## config.mk

```make
export PLATFORM = sky130hd
export DESIGN_NAME = llc_input_queue
export DESIGN_NICKNAME = d
export VERILOG_FILES = /design/src/rtl/llc_input_queue.sv
export SDC_FILE = /design/constraint.sdc
export NUM_CORES = 1
export LEC_CHECK = 0
export CORE_ASPECT_RATIO = 1.2
export CORE_MARGIN = 2
export CORE_UTILIZATION = 50
export CTS_CLUSTER_SIZE = 20
export DETAILED_ROUTE_END_ITERATION = 6
export PLACE_DENSITY_LB_ADDON = 0.1
export RECOVER_POWER = 100
export SLEW_MARGIN = 20
export SYNTH_ARGS = -nofsm -noshare
export SYNTH_HDL_FRONTEND = slang
export SYNTH_SLANG_ARGS = --single-unit
```

## constraint.sdc

```tcl
create_clock -name clk -period 14.7 [get_ports clk]
set_input_delay 2.94 -clock clk [delete_from_list [all_inputs] [get_ports clk]]
set_output_delay 2.94 -clock clk [all_outputs]
set_load 0.03 [all_outputs]
```

## src/rtl/llc_input_queue.sv

```systemverilog
// rtl/llc_input_queue.sv - LLC per-channel input queue; optional fall-through via LLC_INQ_BYPASS_EN
module llc_input_queue #(
  parameter int DEPTH  = 4,
  parameter int DATA_W = 64,
  parameter int ADDR_W = 28
) (
  input  logic                       clk,
  input  logic                       rst,
  input  logic                       in_valid,
  output logic                       in_ready,
  input  logic [DATA_W-1:0]          in_data,
  input  logic [ADDR_W-1:0]          in_addr,
  output logic                       valid_int,
  output logic [DATA_W-1:0]          head_data,
  output logic [ADDR_W-1:0]          head_addr,
  input  logic                       get,
  input  logic                       flush,
  output logic [$clog2(DEPTH+1)-1:0] count,
  output logic                       underflow
);

  localparam int PTR_W = $clog2(DEPTH);
  localparam int CNT_W = $clog2(DEPTH + 1);

  logic [DATA_W-1:0] data_mem_q [DEPTH];
  logic [ADDR_W-1:0] addr_mem_q [DEPTH];

  logic [PTR_W-1:0] wr_ptr_q, wr_ptr_d;
  logic [PTR_W-1:0] rd_ptr_q, rd_ptr_d;
  logic [CNT_W-1:0] count_q, count_d;
  logic             underflow_q, underflow_d;

  logic empty;
  logic full;
  logic push;
  logic pop;
  logic bypass_take;

  assign empty     = (count_q == '0);
  assign full      = (count_q == CNT_W'(DEPTH));
  // Readiness only looks at occupancy, so a full queue refuses a push even when the head is popped.
  assign in_ready  = !full && !rst;
  assign count     = count_q;
  assign underflow = underflow_q;

  // Head presentation to the decoder, optionally falling through from the input when empty
  always_comb begin
    valid_int   = !empty;
    head_data   = data_mem_q[rd_ptr_q];
    head_addr   = addr_mem_q[rd_ptr_q];
    bypass_take = 1'b0;
`ifdef LLC_INQ_BYPASS_EN
    if (empty) begin
      valid_int   = in_valid;
      head_data   = in_data;
      head_addr   = in_addr;
      bypass_take = in_valid && get;
    end
`endif
  end

  // A bypassed packet is consumed straight from the input and never occupies a slot.
  assign push = in_valid && in_ready && !bypass_take;
  assign pop  = get && !empty;

  // Next-state for pointers, occupancy and the sticky underflow flag
  always_comb begin
    wr_ptr_d    = wr_ptr_q;
    rd_ptr_d    = rd_ptr_q;
    count_d     = count_q;
    underflow_d = underflow_q;

    if (get && !valid_int) begin
      underflow_d = 1'b1;
    end

    if (flush) begin
      wr_ptr_d = '0;
      rd_ptr_d = '0;
      count_d  = '0;
    end else begin
      if (push) begin
        wr_ptr_d = wr_ptr_q + PTR_W'(1);
      end
      if (pop) begin
        rd_ptr_d = rd_ptr_q + PTR_W'(1);
      end
      if (push && !pop) begin
        count_d = count_q + CNT_W'(1);
      end else if (pop && !push) begin
        count_d = count_q - CNT_W'(1);
      end
    end
  end

  // Control state registers with synchronous reset
  always_ff @(posedge clk) begin
    if (rst) begin
      wr_ptr_q    <= '0;
      rd_ptr_q    <= '0;
      count_q     <= '0;
      underflow_q <= 1'b0;
    end else begin
      wr_ptr_q    <= wr_ptr_d;
      rd_ptr_q    <= rd_ptr_d;
      count_q     <= count_d;
      underflow_q <= underflow_d;
    end
  end

  // Payload storage; contents are left unreset and a flushed push is never written
  always_ff @(posedge clk) begin
    if (!rst && push && !flush) begin
      data_mem_q[wr_ptr_q] <= in_data;
      addr_mem_q[wr_ptr_q] <= in_addr;
    end
  end

endmodule
```

==> metrics.md <==
| Metric | Value |
|---|---|
| Pin count of the biggest net entering global routing | 74 |
| Final ANT Viol Nets | 0 |
| Die ar. | 0.0289 mm^2 |
| Post-cts resize count | 0 |
| Power Density | 131 mW/mm^2 |
| Initial antenna violation count | 5 |
| Max-slew violations | 471 |
| Clk buf depth | 3 |
| Routability cong. | 0.723 |
| Hold crit path type | register to register |
| Max VDD drop | 0.0000963 V |
| Post-synth EDFFs | 368 |
| Number of global-route vias before repair | 6896 |
| Syn Area/Cell | 25.7 um^2 |
| Fmax | 108 MHz |
| Post-synth top flop | edfxtp_1 |
| Post-CTS setup buffers | 0 |
| Htree depth | 2 |
| Hold Buf Count CTS | 0 |
| Max-cap check violation count | 10 |
| Synth async-reset ratio | 0% |
| Syn Nets | 639 |
| CTS tree | built |
| Total track usage | 18.0% |
| Worst-path clk slew | 60 ps |
| Total congestion overflow | 0 |
| Share of layout cells above drive strength 1 | 18.1% |
| Violated checks | capacitance limit, slew limit |
| Slew at the pin with the worst max-slew slack | 4740 ps |
| DR vias/cell | 5.53 |
| Via count | 6231 |
| Run status | finished, violations left |
| Crit path arrival time | 6290 ps |
| Startpoint types | register |
| Post-Syn Instances | 536 |
| Count leader, synth | edfxtp_1 |
| First-pass GRT wire length | 39100 um |
| Core area | 0.0271 mm^2 |
| Clock skew | 6.95 ps |
| Final hold viol count | 0 |
| Crit-path max FO | 37 |
| Clock latency on the worst-skew pair | 500 ps |
| Ports | 195 |
| DRT Wirelength | 25300 um |
| Initial DRC Count | 364 |
| WL per Instance | 22.4 um |
| Mapped cell area | 0.0138 mm^2 |
| Period utilization | 62.8% |
| Pre-Repair DR Iteration Count | 4 |
| CP Capture Type | primary output |
| Ranking of synthesized cells by area | edfxtp_1, mux4_2, dfxtp_1 |
| Die width | 156 um |
| P&R area growth vs syn | 24.9% |
| Critical path class | register to primary output |
| Clock Root Buffer | clkbuf_16 |
| CTS Buf Count | 37 |
| Yosys top cell by area | edfxtp_1 |
| RSZ-0062 raised after global routing | false |
| Post-synthesis cell type count | 25 |
| Synth top area share | 80.1% |
| Final HPWL DP | 14900 um |
| WP data required | 11760 ps |
| Lkg Pwr | 5.42 nW |
| Final setup fails | 0 |
| Most frequent cells after synthesis | edfxtp_1, mux4_2, dfxtp_1 |
| Clock sink total | 378 |
| YS warnings | 0 |
| Fillers | 1858 |
| Starting Density | 50.9% |
| Crit path time final | 9230 ps |
| Final #Nets | 863 |
| Sequential area share after synthesis | 81.6% |
| Worst hold margin | 493 ps |
| Remaining DRCs | 0 |
| FP Rows | 66 |
| Post-route setup TNS | 0 ps |
| Synth Register Bits | 378 |
| Die H | 186 um |
| Max_slew headroom | -216% |
| Buffers on Ports | 194 |
-- cell families after synthesis --
family | synth area share, %
adders and majority gates | 0.599
DFF | 81.6
buffers and inverters | 1.28
and+or+nand+nor | 0.825
xor gates and xnor gates | 0.254
muxes | 15.2
AOI/OAI and AO/OA | 0.317
-- through the flow --
step	power [mW]	cells	util (%)	instance area, um^2	setup WS [ps]
3_3_place_gp	1.36	1061	59.5	16100	7520
4_1_cts	2.29	1125	63.9	17300	7470
2_1_floorplan	1.29	536	-	13800	3990
5_1_grt	2.32	1126	63.6	17200	4480
3_5_place_dp	1.36	1061	59.5	16100	7460
6_report	2.25	1127	63.6	17200	5470
-- layer usage --
metal | GRT usage [%] | up-vias | wire (um)
li1 | - | 2754 | -
met1 | 22.1 | 3250 | 9860
met5 | 0 | - | 40
met4 | 4.59 | 6 | 453
met3 | 4.94 | 49 | 1680
met2 | 31.8 | 172 | 13300
-- layout make-up --
class                           instances  area [um^2]  share of cell area (%)
Inverter                                5         18.8                   0.109
Timing Repair Buffer                  206         1990                    11.5
Tap cell                              340          425                    2.47
Sequential cell                       378        11300                    65.3
Multi-Input combinational cell        132         2370                    13.7
Clock buffer                           46          970                    5.63
Clock inverter                         18          208                    1.21
Antenna cell                            2         5.00                  0.0290
-- where the power goes --
group	switching (mW)	leakage, nW	total, mW	internal (mW)
clock network	0.367	0.572	0.921	0.554
logic	0.0695	1.44	0.128	0.0587
registers	0.00507	3.40	1.20	1.20
total	0.442	5.42	2.25	1.81
-- worst max-delay path, stage by stage, from the launching register on --
cell           delay [ps]
dfxtp_1              1220
buf_4                 770
clkbuf_1             2280
mux4_2                730
dlygate4sd3_1         750
-- worst paths after layout --
kind	slack [ps]	from	to	depth (start not counted)
worst max-delay path	5470	register	head_data[63]	4
worst max register to register	8200	count[0]	data_mem_q[3][1]	5
worst min register to register	490	underflow	underflow	2
worst min-delay path	490	underflow	underflow	2
-- flip-flops by register name (all words and copies together) (netlist names), named ones only --
name and count:
data_mem_q 256, wr_ptr_q 2, count 3, underflow 1
addr_mem_q 112, rd_ptr_q 2
-- cell usage in the layout, fill, tap and decap left out, drive strengths merged --
| cell | n |
|---|---|
| a21o | 1 |
| a21oi | 3 |
| buf | 1 |
| bufinv | 5 |
| clkbuf | 57 |
| clkdlybuf4s50 | 6 |
| clkinv | 12 |
| clkinvlp | 1 |
| dfxtp | 10 |
| diode | 2 |
| dlygate4sd3 | 188 |
| edfxtp | 368 |
| fa | 1 |
| ha | 5 |
| inv | 5 |
| mux2i | 2 |
| mux4 | 92 |
| nand2 | 3 |
| nand3 | 1 |
| nor2 | 7 |
| nor2b | 2 |
| nor3 | 1 |
| nor3b | 4 |
| o21ai | 1 |
| o311ai | 1 |
| o31ai | 1 |
| or2 | 1 |
| or3 | 1 |
| or3b | 1 |
| xor2 | 4 |
No activity file was read; power rests on OpenSTA's default activity.
